`src/rtl/instr_fetch_unit_if.sv`:
```
// Bus bundle between the fetch unit and its neighbours: instruction-memory
// req/ack, the issue valid/ready handshake, the redirect inputs and the status flags.
interface instr_fetch_unit_if #(
  parameter int unsigned ADDR_W = 8
) ();
  logic              imem_req;
  logic [ADDR_W-1:0] imem_addr;
  logic              imem_ack;
  logic [15:0]       imem_rdata;
  logic              instr_valid;
  logic              instr_ready;
  logic [15:0]       instr_out;
  logic [3:0]        opcode;
  logic [2:0]        funct;
  logic [ADDR_W-1:0] pc_out;
  logic [ADDR_W-1:0] pc_plus1;
  logic              redirect_valid;
  logic [ADDR_W-1:0] redirect_addr;
  logic              halted;
  logic              fetch_err;

  // Fetch unit side.
  modport master (
    output imem_req, imem_addr,
    input  imem_ack, imem_rdata,
    output instr_valid,
    input  instr_ready,
    output instr_out, opcode, funct, pc_out, pc_plus1,
    input  redirect_valid, redirect_addr,
    output halted, fetch_err
  );

  // Memory / decoder side.
  modport slave (
    input  imem_req, imem_addr,
    output imem_ack, imem_rdata,
    input  instr_valid,
    output instr_ready,
    input  instr_out, opcode, funct, pc_out, pc_plus1,
    output redirect_valid, redirect_addr,
    input  halted, fetch_err
  );
endinterface

```
`src/rtl/instr_fetch_unit.sv`:
```
// Instruction fetch stage: owns the PC, fetches 16-bit words over req/ack,
// holds them in the instruction register and issues them with valid/ready.
// Optional fetch timeout enabled by defining FETCH_TIMEOUT_EN.
module instr_fetch_unit #(
  parameter int unsigned       ADDR_W      = 8,
  parameter logic [ADDR_W-1:0] RESET_PC    = '0,
  parameter logic [3:0]        HALT_OPCODE = 4'hF,
  parameter int unsigned       TIMEOUT_CYC = 16
) (
  input logic                clk,
  input logic                rst,
  instr_fetch_unit_if.master bus
);

  typedef enum logic [1:0] {StFetch, StIssue, StHalted} state_e;

  localparam logic [ADDR_W-1:0] PcOne = {{(ADDR_W-1){1'b0}}, 1'b1};

  state_e            state_q, state_d;
  logic [ADDR_W-1:0] pc_q, pc_d;
  logic [ADDR_W-1:0] pc_out_q, pc_out_d;
  logic [15:0]       ir_q, ir_d;

  if (TIMEOUT_CYC == 0) begin : g_bad_timeout
    $error("TIMEOUT_CYC must be >= 1");
  end

`ifdef FETCH_TIMEOUT_EN
  localparam int unsigned CntW = (TIMEOUT_CYC > 1) ? $clog2(TIMEOUT_CYC) : 1;
  localparam logic [CntW-1:0] CntOne = {{(CntW-1){1'b0}}, 1'b1};

  // Counts ack-less FETCH cycles; TIMEOUT_CYC-1 is the last value before giving up.
  logic [CntW-1:0] cnt_q, cnt_d;
  logic            err_q, err_d;
`endif

  // Next-state logic for the fetch/issue/halt sequence.
  always_comb begin
    state_d  = state_q;
    pc_d     = pc_q;
    pc_out_d = pc_out_q;
    ir_d     = ir_q;
`ifdef FETCH_TIMEOUT_EN
    cnt_d    = cnt_q;
    err_d    = err_q;
`endif
    unique case (state_q)
      StFetch: begin
        if (bus.imem_ack) begin
          ir_d     = bus.imem_rdata;
          pc_out_d = pc_q;
          state_d  = StIssue;
`ifdef FETCH_TIMEOUT_EN
        end else if (cnt_q == CntW'(TIMEOUT_CYC - 1)) begin
          state_d = StHalted;
          err_d   = 1'b1;
        end else begin
          cnt_d = cnt_q + CntOne;
`endif
        end
      end
      StIssue: begin
        if (bus.instr_ready) begin
          if (ir_q[15:12] == HALT_OPCODE) begin
            state_d = StHalted;
          end else begin
            pc_d    = bus.redirect_valid ? bus.redirect_addr : pc_q + PcOne;
            state_d = StFetch;
`ifdef FETCH_TIMEOUT_EN
            cnt_d   = '0;
`endif
          end
        end
      end
      StHalted: begin
        state_d = StHalted;
      end
      default: begin
        state_d = StFetch;
      end
    endcase
  end

  // State registers with synchronous reset.
  always_ff @(posedge clk) begin
    if (rst) begin
      state_q  <= StFetch;
      pc_q     <= RESET_PC;
      pc_out_q <= RESET_PC;
      ir_q     <= 16'h0000;
`ifdef FETCH_TIMEOUT_EN
      cnt_q    <= '0;
      err_q    <= 1'b0;
`endif
    end else begin
      state_q  <= state_d;
      pc_q     <= pc_d;
      pc_out_q <= pc_out_d;
      ir_q     <= ir_d;
`ifdef FETCH_TIMEOUT_EN
      cnt_q    <= cnt_d;
      err_q    <= err_d;
`endif
    end
  end

  // Outputs decoded from state; request is suppressed while reset is held.
  always_comb begin
    bus.imem_req    = (state_q == StFetch) && !rst;
    bus.imem_addr   = pc_q;
    bus.instr_valid = (state_q == StIssue);
    bus.instr_out   = ir_q;
    bus.opcode      = ir_q[15:12];
    bus.funct       = ir_q[2:0];
    bus.pc_out      = pc_out_q;
    bus.pc_plus1    = pc_out_q + PcOne;
    bus.halted      = (state_q == StHalted);
`ifdef FETCH_TIMEOUT_EN
    bus.fetch_err   = err_q;
`else
    bus.fetch_err   = 1'b0;
`endif
  end

endmodule
```
`src/flat_wrapper.sv`:
```
// flat-port wrapper written by rule: the top's interface ports become plain ports
module instr_fetch_unit_flat 
#(
  parameter int unsigned       ADDR_W      = 8,
  parameter logic [ADDR_W-1:0] RESET_PC    = '0,
  parameter logic [3:0]        HALT_OPCODE = 4'hF,
  parameter int unsigned       TIMEOUT_CYC = 16
)
  (clk, rst, bus_imem_req, bus_imem_addr, bus_imem_ack, bus_imem_rdata, bus_instr_valid, bus_instr_ready, bus_instr_out, bus_opcode, bus_funct, bus_pc_out, bus_pc_plus1, bus_redirect_valid, bus_redirect_addr, bus_halted, bus_fetch_err);
  instr_fetch_unit_if #(.ADDR_W(ADDR_W)) bus_i ();
  input logic clk;
  input logic rst;
  output wire logic [$bits(bus_i.imem_req)-1:0] bus_imem_req;
  output wire logic [$bits(bus_i.imem_addr)-1:0] bus_imem_addr;
  input wire logic [$bits(bus_i.imem_ack)-1:0] bus_imem_ack;
  input wire logic [$bits(bus_i.imem_rdata)-1:0] bus_imem_rdata;
  output wire logic [$bits(bus_i.instr_valid)-1:0] bus_instr_valid;
  input wire logic [$bits(bus_i.instr_ready)-1:0] bus_instr_ready;
  output wire logic [$bits(bus_i.instr_out)-1:0] bus_instr_out;
  output wire logic [$bits(bus_i.opcode)-1:0] bus_opcode;
  output wire logic [$bits(bus_i.funct)-1:0] bus_funct;
  output wire logic [$bits(bus_i.pc_out)-1:0] bus_pc_out;
  output wire logic [$bits(bus_i.pc_plus1)-1:0] bus_pc_plus1;
  input wire logic [$bits(bus_i.redirect_valid)-1:0] bus_redirect_valid;
  input wire logic [$bits(bus_i.redirect_addr)-1:0] bus_redirect_addr;
  output wire logic [$bits(bus_i.halted)-1:0] bus_halted;
  output wire logic [$bits(bus_i.fetch_err)-1:0] bus_fetch_err;
  assign bus_imem_req = bus_i.imem_req;
  assign bus_imem_addr = bus_i.imem_addr;
  assign bus_i.imem_ack = bus_imem_ack;
  assign bus_i.imem_rdata = bus_imem_rdata;
  assign bus_instr_valid = bus_i.instr_valid;
  assign bus_i.instr_ready = bus_instr_ready;
  assign bus_instr_out = bus_i.instr_out;
  assign bus_opcode = bus_i.opcode;
  assign bus_funct = bus_i.funct;
  assign bus_pc_out = bus_i.pc_out;
  assign bus_pc_plus1 = bus_i.pc_plus1;
  assign bus_i.redirect_valid = bus_redirect_valid;
  assign bus_i.redirect_addr = bus_redirect_addr;
  assign bus_halted = bus_i.halted;
  assign bus_fetch_err = bus_i.fetch_err;
  instr_fetch_unit #(.ADDR_W(ADDR_W), .RESET_PC(RESET_PC), .HALT_OPCODE(HALT_OPCODE), .TIMEOUT_CYC(TIMEOUT_CYC)) u_core (.clk(clk), .rst(rst), .bus(bus_i));
endmodule
```
`config.mk`:
```
export PLATFORM = sky130hd
export DESIGN_NAME = instr_fetch_unit_flat
export DESIGN_NICKNAME = d
export VERILOG_FILES = /design/src/rtl/instr_fetch_unit_if.sv /design/src/rtl/instr_fetch_unit.sv /design/src/flat_wrapper.sv
export SDC_FILE = /design/constraint.sdc
export NUM_CORES = 1
export LEC_CHECK = 0
export CORE_UTILIZATION = 40
export DETAILED_ROUTE_END_ITERATION = 8
export PLACE_DENSITY = 0.84
export SLEW_MARGIN = 10
export SYNTH_ARGS = -nofsm -noshare
export SYNTH_HDL_FRONTEND = slang
export SYNTH_SLANG_ARGS = --single-unit
```
`constraint.sdc`:
```
create_clock -name clk -period 1.38 [get_ports clk]
set_clock_uncertainty 0.05 [all_clocks]
set_input_delay 0.276 -clock clk [delete_from_list [all_inputs] [get_ports clk]]
set_output_delay 0.276 -clock clk [all_outputs]
set_load 0.01 [all_outputs]
```
; Word-level counts from Yosys, hierarchy flattened
; Index checks and enable logic that the tools add are counted.
[totals]
ff_bits = 34
latch_bits = 0
ram_bits = 0
romBits = 0
mem_count = 0
[classes]
n_addsub = 2
multipliers = 0
n_div = 0
n_lt_le_gt_ge = 0
n_eq_ne = 5
n_shift = 0
muxes = 5
n_bitwise = 1
n_reduce_logical = 6
[ops]
columns = op, n
row1 = adder 8 x 1 -> 8 bit (second input constant), 2
row2 = two-way mux 8 bit, 1
row3 = two-way mux 2 bit, 3
row4 = case mux 2 bit (3 select lines), 1
row5 = == test 4 bit (second input constant), 1
row6 = AND reduction 2 bit, 2
row7 = AND reduction 3 bit, 1
row8 = == test 2 x 1 -> 1 bit (second input constant), 1
row9 = == test 2 bit (second input constant), 1
row10 = logical NOT 2 bit, 1
row11 = != test 2 x 1 -> 1 bit (second input constant), 1
row12 = != test 2 bit (second input constant), 1
row13 = logical AND 1 bit, 1
row14 = logical NOT 1 bit, 1
row15 = inverter 1 bit, 1

; Depth between registers and ports, before layout
[depth]
ltp_word = 4
mapped_depth = 6
mapped_depth_nobuf = 5

; Worst setup path after synthesis
; No wires, ideal clock.
[synth_path]
path_kind = register to output
from = reg u_core.pc_out_q[0], in the netlist u_core.bus.pc_out[0]
to = out bus_pc_plus1[6]
arrival_ps = 1145
setup_slack_ps = -91
stages_incl_launch_ff = 5
n_path_buf = 0
path_cell_list = dfxtp_1 > ha_1 > and3_1 > nand3_1 > xnor2_1
[synth_via]
elab_chain_cells = 1
[synth_lines]
columns = element, line
row1 = start: declaration, instr_fetch_unit.sv:21  ; logic [ADDR_W-1:0] pc_out_q, pc_out_d;
row2 = start signal: assignment, instr_fetch_unit.sv:98  ; pc_out_q <= pc_out_d;
row3 = adder 8 x 1 -> 8 bit, instr_fetch_unit.sv:116  ; bus.pc_plus1 = pc_out_q + PcOne;
row4 = end: declaration, flat_wrapper.sv:23  ; output wire logic [$bits(bus_i.pc_plus1)-1:0] bus_pc_plus1;
; Every way passes these cells.

; Final worst setup path
[layout_path]
from = reg u_core.pc_out_q[1], in the netlist u_core.bus.pc_out[1]
to = out bus_pc_plus1[6]
; The elaborated chain is that of the path after synthesis.

==> metrics.json <==
{
  "outcome": {"value": "finished with violations"},
  "failed_checks": {"value": "negative setup slack"},
  "post-dp-hpwl": {"value": 3250, "unit": "um"},
  "routedWlPerCell": {"value": 12.9, "unit": "um"},
  "critPathArrivalTime": {"value": 1330, "unit": "ps"},
  "clock_sink_count": {"value": 34},
  "crit-reg2reg-capture": {"value": "u_core.bus.imem_addr[4]"},
  "power.density": {"value": 846, "unit": "nW/um^2"},
  "n_antenna_cell": {"value": 0},
  "grt-busiest-layer": {"value": "met2"},
  "ff2ff_setup_slack": {"value": -10, "unit": "ps"},
  "ioPinCount": {"value": 80},
  "synthCells": {"value": 207},
  "r2r_start": {"value": "u_core.state_q[0]"},
  "setup_viol": {"value": 7},
  "grt.met1_usage": {"value": 24.0, "unit": "%"},
  "placement.setup.worst_slack": {"value": -431, "unit": "ps"},
  "setup_ws": {"value": -272, "unit": "ps"},
  "p_leak": {"value": 1.30, "unit": "nW"},
  "commonest_non_fill_non_tap_cell_in_the_layout": {"value": "nand2_1"},
  "dpl_cell_area": {"value": 2610, "unit": "um^2"},
  "irDropWorstVdd": {"value": 0.668, "unit": "mV"},
  "totalWireLength": {"value": 4630, "unit": "um"},
  "rsz_0062_raised_after_global_routing": {"value": "true"},
  "synthesis.area_per_instance": {"value": 7.67, "unit": "um^2"},
  "layout-drive-gt1-share": {"value": 27.7, "unit": "%"},
  "grt_start_max_net_pins": {"value": 36},
  "insertion_delay": {"value": 290, "unit": "ps"},
  "ys_ff_latch": {"value": 34},
  "fill_cell_total_of_the_finished_layout": {"value": 304},
  "gr-usage-met3": {"value": 5.28, "unit": "%"},
  "grt_use_met2": {"value": 41.3, "unit": "%"},
  "timing.critical_path.to_type": {"value": "primary output"},
  "max_cap_violations": {"value": 0},
  "nNetsFinal": {"value": 340},
  "initial_core_util": {"value": 42.4, "unit": "%"},
  "crit_path_end": {"value": "bus_pc_plus1[6]"},
  "cts_buffers": {"value": 5},
  "finalMaxSlewViolations": {"value": 0},
  "finished_layout_cells": {"value": 358},
  "clkTransAtPathRegs": {"value": 60, "unit": "ps"},
  "clockRootBuffer": {"value": "clkbuf_8"},
  "grt_antenna_before_repair": {"value": 0},
  "fp.dieArea": {"value": 4230, "unit": "um^2"},
  "synthesis.area": {"value": 1590, "unit": "um^2"},
  "route.detailed.vias_per_inst": {"value": 4.97},
  "die_y": {"value": 65.0, "unit": "um"},
  "timing.hold.worst.class": {"value": "reg -> reg"},
  "ys_top_cells_by_area": {"value": "dfxtp_1 43%, nand2_1 15%, a21oi_1 9.5%"},
  "design_area": {"value": 2770, "unit": "um^2"},
  "core": {"value": 3740, "unit": "um^2"},
  "area_growth_synth_to_finish": {"value": 74.5, "unit": "%"},
  "final_hold_viol_count": {"value": 0},
  "dp.cells": {"value": 349},
  "grt_use_total": {"value": 22.7, "unit": "%"},
  "vias_in_the_first_global_route": {"value": 1744},
  "cts_tree": {"value": "built"},
  "cts_max_path_buffers": {"value": 2},
  "timing.critical_path.required": {"value": 1050, "unit": "ps"},
  "post-route-period-util": {"value": 120, "unit": "%"},
  "grt_overflow_total": {"value": 0},
  "remaining_routing_drc_violations": {"value": 0},
  "synth.distinct_cells": {"value": 33},
  "rr_worst_depth": {"value": 6},
  "layout.cells.most_common_list": {"value": "63 x nand2_1, 33 x dlygate4sd2_1, 30 x a21oi_1, 30 x buf_4, 27 x clkdlybuf4s50_1"},
  "net_count_after_synthesis": {"value": 238},
  "cp_max_fo": {"value": 3},
  "layout_min_cycle_time": {"value": 1650, "unit": "ps"},
  "netlist.top_cell.by_area": {"value": "dfxtp_1"},
  "placement_rows": {"value": 22},
  "yosys_warnings": {"value": 0},
  "path_class": {"value": "reg -> out"},
  "vias": {"value": 1780},
  "startpoint": {"value": "u_core.bus.pc_out[1]"},
  "horizontal_extent_of_the_die": {"value": 65.0, "unit": "um"},
  "fmax": {"value": 605, "unit": "MHz"},
  "grt_pass1_wl": {"value": 7330, "unit": "um"},
  "worstSetupStartpointType": {"value": "flop"},
  "drt_first_pass_iters": {"value": 7},
  "worst_hold_start": {"value": "u_core.bus.instr_out[11]"},
  "gp_congestion": {"value": 0.841},
  "port_buffers": {"value": 78},
  "drt_first_iter_violations": {"value": 70},
  "ctsHtreeMaxLevel": {"value": 2},
  "synth_top_area_share": {"value": 42.9, "unit": "%"},
  "route.antenna.remaining_nets": {"value": 0},
  "synth.yosys.seq_area_share": {"value": 42.9, "unit": "%"}
}
per-stage QoR:
step           power, mW  hold WS (ps)  utilization, %  TNS, ps
2_1_floorplan       1.26           362               -        0
3_3_place_gp        1.50           391            69.6    -3530
3_5_place_dp        1.51           400            69.6    -3820
4_1_cts             2.34           409            71.3    -1180
5_1_grt             2.44           430            74.0    -1680
6_report            2.34           404            74.0    -1250
worst max-delay path, stage by stage (launching register included):
cell,delay [ps]
dfxtp_4,360
ha_4,130
and3_4,200
nand3_4,70
xnor2_2,140
buf_2,140
cell type report:
type	instances	area, um^2	area share, %
clock buffer	7	76.3	2.75
clock inverter	1	30.0	1.08
inverter	2	7.51	0.271
multi-input combinational	151	885	31.9
sequential	34	713	25.7
tap	48	60.1	2.17
timing repair buffer	115	1000	36.1
flip-flops by register name, indices dropped and copies added (netlist names):
name / flops
u_core.bus.instr_out: 16
u_core.bus.pc_out: 8
u_core.bus.imem_addr: 8
u_core.state_q: 2
how the worst min path moves through the flow:
stage,to,slack (ps),depth (start not counted)
after floorplan,u_core.bus.instr_out[10],360,2
after global placement,u_core.bus.instr_out[6],390,2
after detailed placement,u_core.bus.instr_out[11],400,2
after CTS,u_core.bus.instr_out[6],410,2
after global routing,u_core.bus.instr_out[4],430,2
final,u_core.bus.instr_out[11],400,2
timing repair:
item	in CTS	in global routing
endpoints found under the setup margin	53	22
hold buffers	0	0
buffers inserted	0	1
gates resized for setup	97	37
pin swaps	3	10
power breakdown:
group / total [mW] / switching (mW) / leakage, nW / internal, mW
sequential: 1.05 / 0.0304 / 0.287 / 1.02
combinational: 0.415 / 0.192 / 0.962 / 0.223
clock: 0.881 / 0.341 / 0.0524 / 0.540
total: 2.34 / 0.563 / 1.30 / 1.78
kinds of logic after synthesis:
group | synth area share [%]
simple gates | 26.4
flops | 42.9
fa+ha+maj | 1.58
xor+xnor | 3.31
compound gates | 17.3
mux | 0.630
other cells | 0.236
buf+inv | 7.72
synthesized netlist by cell type:
cell      count
a211oi_2      1
a21oi_1      30
a22oi_1       1
a31oi_1       4
and2_1        1
and2b_1       1
and3_1        4
and4_1        1
buf_2         5
buf_4         9
clkbuf_1      6
conb_1        1
dfxtp_1      34
ha_1          2
inv_1         2
mux2i_1       1
nand2_1      64
nand2b_1      2
nand3_1       5
nand3_4       1
nand4_1       2
nor2_1        7
nor2b_4       1
nor3_1        2
o21a_1        1
o21ai_0       6
o31ai_1       2
o32ai_1       1
o41ai_1       2
or2b_1        1
or3_1         1
xnor2_1       4
xor2_1        2
metal layers:
layer / up-vias / part of all wire [%] / routed length, um
met5: - / 0 / 0
met1: 799 / 39 / 1800
met3: 15 / 5.8 / 269
met2: 75 / 52 / 2400
met4: 0 / 3.3 / 154
li1: 891 / - / -
No activity file was read; power rests on OpenSTA's default activity.
==> variant 1, RTL diff (same settings) <==
`ADDR_W` is set to 8 in 3 places; all go to 9.
--- a/src/rtl/instr_fetch_unit_if.sv
+++ b/src/rtl/instr_fetch_unit_if.sv
@@ -3,3 +3,3 @@
 interface instr_fetch_unit_if #(
-  parameter int unsigned ADDR_W = 8
+  parameter int unsigned ADDR_W = 9
 ) ();
--- a/src/rtl/instr_fetch_unit.sv
+++ b/src/rtl/instr_fetch_unit.sv
@@ -4,3 +4,3 @@
 module instr_fetch_unit #(
-  parameter int unsigned       ADDR_W      = 8,
+  parameter int unsigned       ADDR_W      = 9,
   parameter logic [ADDR_W-1:0] RESET_PC    = '0,
--- a/src/flat_wrapper.sv
+++ b/src/flat_wrapper.sv
@@ -3,3 +3,3 @@
 #(
-  parameter int unsigned       ADDR_W      = 8,
+  parameter int unsigned       ADDR_W      = 9,
   parameter logic [ADDR_W-1:0] RESET_PC    = '0,
Ports: changed (resized bus_imem_addr, bus_pc_out, bus_pc_plus1 and bus_redirect_addr); port bits go from 80 to 84. No check against the original RTL was run, so the function may have changed too.
==> variant 1 against the original RTL <==
The run still ends with setup timing left; count of clock-buffer cells in the layout unchanged; worst setup slack got worse by 0.054 ns; area after synthesis increased by 9.2%; total power decreased by 1.8%; sequential share of layout area decreased by 0.11 points; wire length increased by 6.0%; sequential cell count increased by 2; worst hold slack got worse by 0.0026 ns; cell area increased by 4.5%; non-clock buffer count increased by 1; fmax decreased by 3.2%; core utilization decreased by 3.2 points; largest power group unchanged.
==> variant 1: results (changes against the original RTL) <==
CP top delay family -> simple AND/OR/NAND/NOR gates (was flip-flops)
Routed WL -> 4910 um (was 4630 um)
CP max stage delay -> 0.34 ns (was 0.36 ns)
LEAKAGE -> 0.00129 uW (was 0.00130 uW)
FILL cells -> 371 (was 304)
gr usage total -> 0.218 (was 0.227)
dpl ws -> -0.502 ns (was -0.431 ns)
DR iter-0 viols -> 58 (was 70)
Post-Syn Nets -> 255 (was 238)
Mapped Cells -> 223 (was 207)
Setup WS post-layout -> -0.325 ns (was -0.272 ns)
P_sw -> 589 uW (was 563 uW)
Pre-Repair DR Iteration Count -> 4 (was 7)
Synth top cells by count -> nand2_1, dfxtp_1, a21oi_1 (unchanged)
status -> finished, violations left (unchanged)
share of cells above drive strength 1 -> 0.258 (was 0.277)
Seq/Total Area, Yosys -> 0.416 (was 0.429)
Post-DP Area -> 2740 um^2 (was 2610 um^2)
fin nets -> 356 (was 340)
count of different cell masters after synthesis -> 39 (was 33)
CP arrival -> 1.38 ns (was 1.33 ns)
IO Port Bufs -> 82 (was 78)
vias in the first global route -> 1756 (was 1744)
HPWL after DPL -> 3470 um (was 3250 um)
final setup fails -> 8 (was 7)
CP Max Fanout -> 3 (unchanged)
largest net degree at the start of global routing -> 38 (was 36)
violations in the final reports -> setup timing (unchanged)
DR vias/cell -> 5.11 (was 4.97)
fin util -> 0.709 (was 0.740)
[variant 1: cell types whose count changed after synthesis, moves of 2 or more]
cell      before  now
and2_1         1    3
and3_1         4    1
nand4_1        2    5
o21ai_0        6    8
dfxtp_1       34   36
nor4_1         0    2
xnor2_1        4    6
a21oi_1       30   34
buf_6          0    2
clkbuf_1       6    4
a41oi_1        0    2
[variant 1: metrics by stage]
stage          setup TNS, ns  hold WS, ns
5_1_grt                -1.94        0.424
3_3_place_gp           -4.01        0.391
6_report               -1.51        0.402
2_1_floorplan              0        0.359
3_5_place_dp           -5.08        0.399
4_1_cts                -1.40        0.405
[variant 1: tightest hold or removal path, delay by kind of cell (launching register included)]
family	cells	cell delay, ns
compound gates	1	0.05
flops	1	0.31
simple gates	1	0.05
[variant 1: repair_timing]
item	CTS	global route
setup buffers	2	3
pin swaps	10	5
resized for setup	105	27
endpoints found under the setup margin	56	29
[variant 1: layout make-up]
| class | instances | area share |
|---|---|---|
| Timing Repair Buffer | 116 | 0.353 |
| Sequential cell | 36 | 0.256 |
| Clock inverter | 1 | 0.00259 |
| Clock buffer | 7 | 0.0298 |
| Tap cell | 50 | 0.0216 |
| Multi-Input combinational cell | 163 | 0.334 |
| Inverter | 2 | 0.00259 |
[variant 1: path summary, 6_finish.rpt]
kind,from,end,slack (ns),cells past startpoint
setup / recovery,u_core.bus.pc_out[2],bus_pc_plus1[8],-0.33,5
hold / removal,u_core.bus.instr_out[8],u_core.bus.instr_out[8],0.40,2
setup reg to reg,u_core.state_q[0],u_core.bus.imem_addr[2],0.07,6
hold reg to reg,u_core.bus.instr_out[8],u_core.bus.instr_out[8],0.40,2
[variant 1: kinds of logic (layout without fill, tap and decap cells)]
kind of cell             after synthesis  after routing  share of synthesized area
other                                  1              1                    0.00216
XOR/XNOR                               7              7                     0.0354
buffers and inverters                 24            126                     0.0887
multiplexers                           1              1                    0.00577
adder cells (fa/ha/maj)                2              2                     0.0144
flip-flops                            36             36                      0.416
AO/OA/AOI/OAI                         55             55                      0.179
AND/OR/NAND/NOR                       97             97                      0.259
[variant 1: layer usage]
layer / vias to the layer above / wire, um / global-route usage
li1: 955 / - / -
met1: 893 / 1960 / 0.233
met2: 60 / 2590 / 0.405
met3: 10 / 265 / 0.0467
met4: 0 / 87 / 0.102
met5: - / 0 / 0
[variant 1: power by group through the flow]
stage                     combinational (uW)  clock, uW  sequential (uW)
after CTS                                422        792             1100
after detailed placement                 454          0             1130
after global placement                   446          0             1120
final                                    427        769             1110
after global routing                     468        825             1110
after floorplan                          178          0             1150
==> variant 2, RTL diff (config.mk and constraints unchanged) <==
Made on the original files. `ir_q` no longer has a reset.
--- a/src/rtl/instr_fetch_unit.sv
+++ b/src/rtl/instr_fetch_unit.sv
@@ -89,3 +89,2 @@
       pc_out_q <= RESET_PC;
-      ir_q     <= 16'h0000;
 `ifdef FETCH_TIMEOUT_EN
@@ -98,3 +97,2 @@
       pc_out_q <= pc_out_d;
-      ir_q     <= ir_d;
 `ifdef FETCH_TIMEOUT_EN
@@ -104,2 +102,6 @@
     end
+  end
+
+  always_ff @(posedge clk) begin
+    ir_q <= ir_d;
   end
Behaviour: not the same (Yosys sat finds a counterexample within 4 cycles, from zero or initial values and one cycle with rst high).
==> variant 2 against the original RTL <==
The flow still finishes with violations (setup timing); register-to-register slack better by 0.06 ns; combinational power is 17% lower; area after synthesis is 4.5% lower; sequential cell count stayed put; core utilization is 1.6 points lower; fmax is 3.7% lower; cell area is 4.3% lower; worst setup slack worse by 0.063 ns; count of clock-buffer cells in the layout is 2 lower; critical path depth stayed put; wire length is 15% lower; total power is 9.4% higher; largest power group unchanged.
==> variant 2: results (changes against the original RTL) <==
largest net degree at the start of global routing -> 20 (was 36)
M1 WL -> 1690 um (was 1800 um)
LEAKAGE -> 0.00116 uW (was 0.00130 uW)
compound-cell area share of the yosys netlist -> 0.125 (was 0.173)
Seq/Total Area, Yosys -> 0.554 (was 0.429)
gr usage total -> 0.198 (was 0.227)
violations in the final reports -> setup timing (unchanged)
final setup fails -> 6 (was 7)
status -> finished, violations left (unchanged)
hold_sp -> u_core.bus.imem_addr[4] (was u_core.bus.instr_out[11])
Post-Syn Nets -> 183 (was 238)
Mapped Cells -> 152 (was 207)
top cells by area, synth -> edfxtp_1, dfxtp_1, nand2_1 (was dfxtp_1, nand2_1, a21oi_1)
met3 wire length -> 286 um (was 269 um)
Hold EP -> u_core.bus.pc_out[4] (was u_core.bus.instr_out[11])
DR iter-0 viols -> 48 (was 70)
first-pass GRT wire length -> 6110 um (was 7330 um)
Setup WS post-layout -> -0.335 ns (was -0.272 ns)
share of cells above drive strength 1 -> 0.316 (was 0.277)
Synth Area in Adders -> 0.0165 (was 0.0158)
Pre-Repair DR Iteration Count -> 6 (was 7)
mux cell area share after synthesis -> 0.00660 (was 0.00630)
worst reg-to-reg path cell count -> 5 (was 6)
dpl ws -> -0.436 ns (was -0.431 ns)
CP arrival -> 1.39 ns (was 1.33 ns)
vias in the first global route -> 1296 (was 1744)
## variant 2: what timing repair did
action / in CTS / in global routing
gates resized for setup: 98 / 22
pin swaps: 5 / 6
hold buffers: 0 / 0
endpoints found under the setup margin: 51 / 23
setup buffers: 0 / 2
endpoints found under the hold margin: 0 / 0
## variant 2: power by group
| part | switching [uW] | leakage, uW | internal (uW) |
|---|---|---|---|
| sequential | 24.2 | 0.000307 | 1100 |
| clock | 373 | 0.0000683 | 723 |
| combinational | 151 | 0.000782 | 195 |
## variant 2: routing by layer
layer / up-vias / GRT usage
met2: 80 / 0.336
met5: - / 0
li1: 733 / -
met3: 6 / 0.0580
met4: 0 / 0.0511
met1: 675 / 0.242
## variant 2: critical path, stage by stage, from the launching register on
cell	delay, ns
dfxtp_2	0.34
buf_6	0.10
and4_1	0.18
nand4_1	0.09
xnor2_1	0.21
buf_2	0.17
## variant 2: layout make-up
class / instances / area [um^2]
tap: 48 / 60.1
multi-input combinational: 102 / 639
inverter: 3 / 12.5
timing repair buffer: 109 / 936
clock inverter: 3 / 68.8
clock buffer: 5 / 68.8
sequential: 34 / 867
fill: 273 / 1010
## variant 2: kinds of logic after synthesis
| group | Yosys count |
|---|---|
| fa+ha+maj | 2 |
| other cells | 1 |
| flops | 34 |
| mux | 1 |
| simple gates | 60 |
| xor+xnor | 6 |
| compound gates | 32 |
| buf+inv | 16 |
## variant 2: worst max-delay path by stage
stage / from / endpoint / depth (start not counted) / slack (ns)
final: u_core.bus.pc_out[0] / bus_pc_plus1[7] / 5 / -0.33
after global routing: u_core.bus.pc_out[0] / bus_pc_plus1[7] / 5 / -0.39
after CTS: u_core.bus.pc_out[1] / bus_pc_plus1[6] / 5 / -0.28
after detailed placement: u_core.bus.pc_out[0] / bus_pc_plus1[6] / 5 / -0.44
after global placement: u_core.bus.pc_out[0] / bus_pc_plus1[6] / 5 / -0.42
after floorplan: u_core.bus.pc_out[0] / bus_pc_plus1[6] / 4 / 0.01
## variant 2: through the flow
stage / power [uW] / hold WS [ns] / TNS, ns / cell area [um^2]
after floorplan: 1290 / 0.325 / 0 / 1530
after global routing: 2660 / 0.461 / -1.79 / 2650
after global placement: 1520 / 0.434 / -3.45 / 2510
after CTS: 2580 / 0.446 / -1.29 / 2600
after detailed placement: 1530 / 0.440 / -3.79 / 2510
final: 2570 / 0.454 / -1.33 / 2650
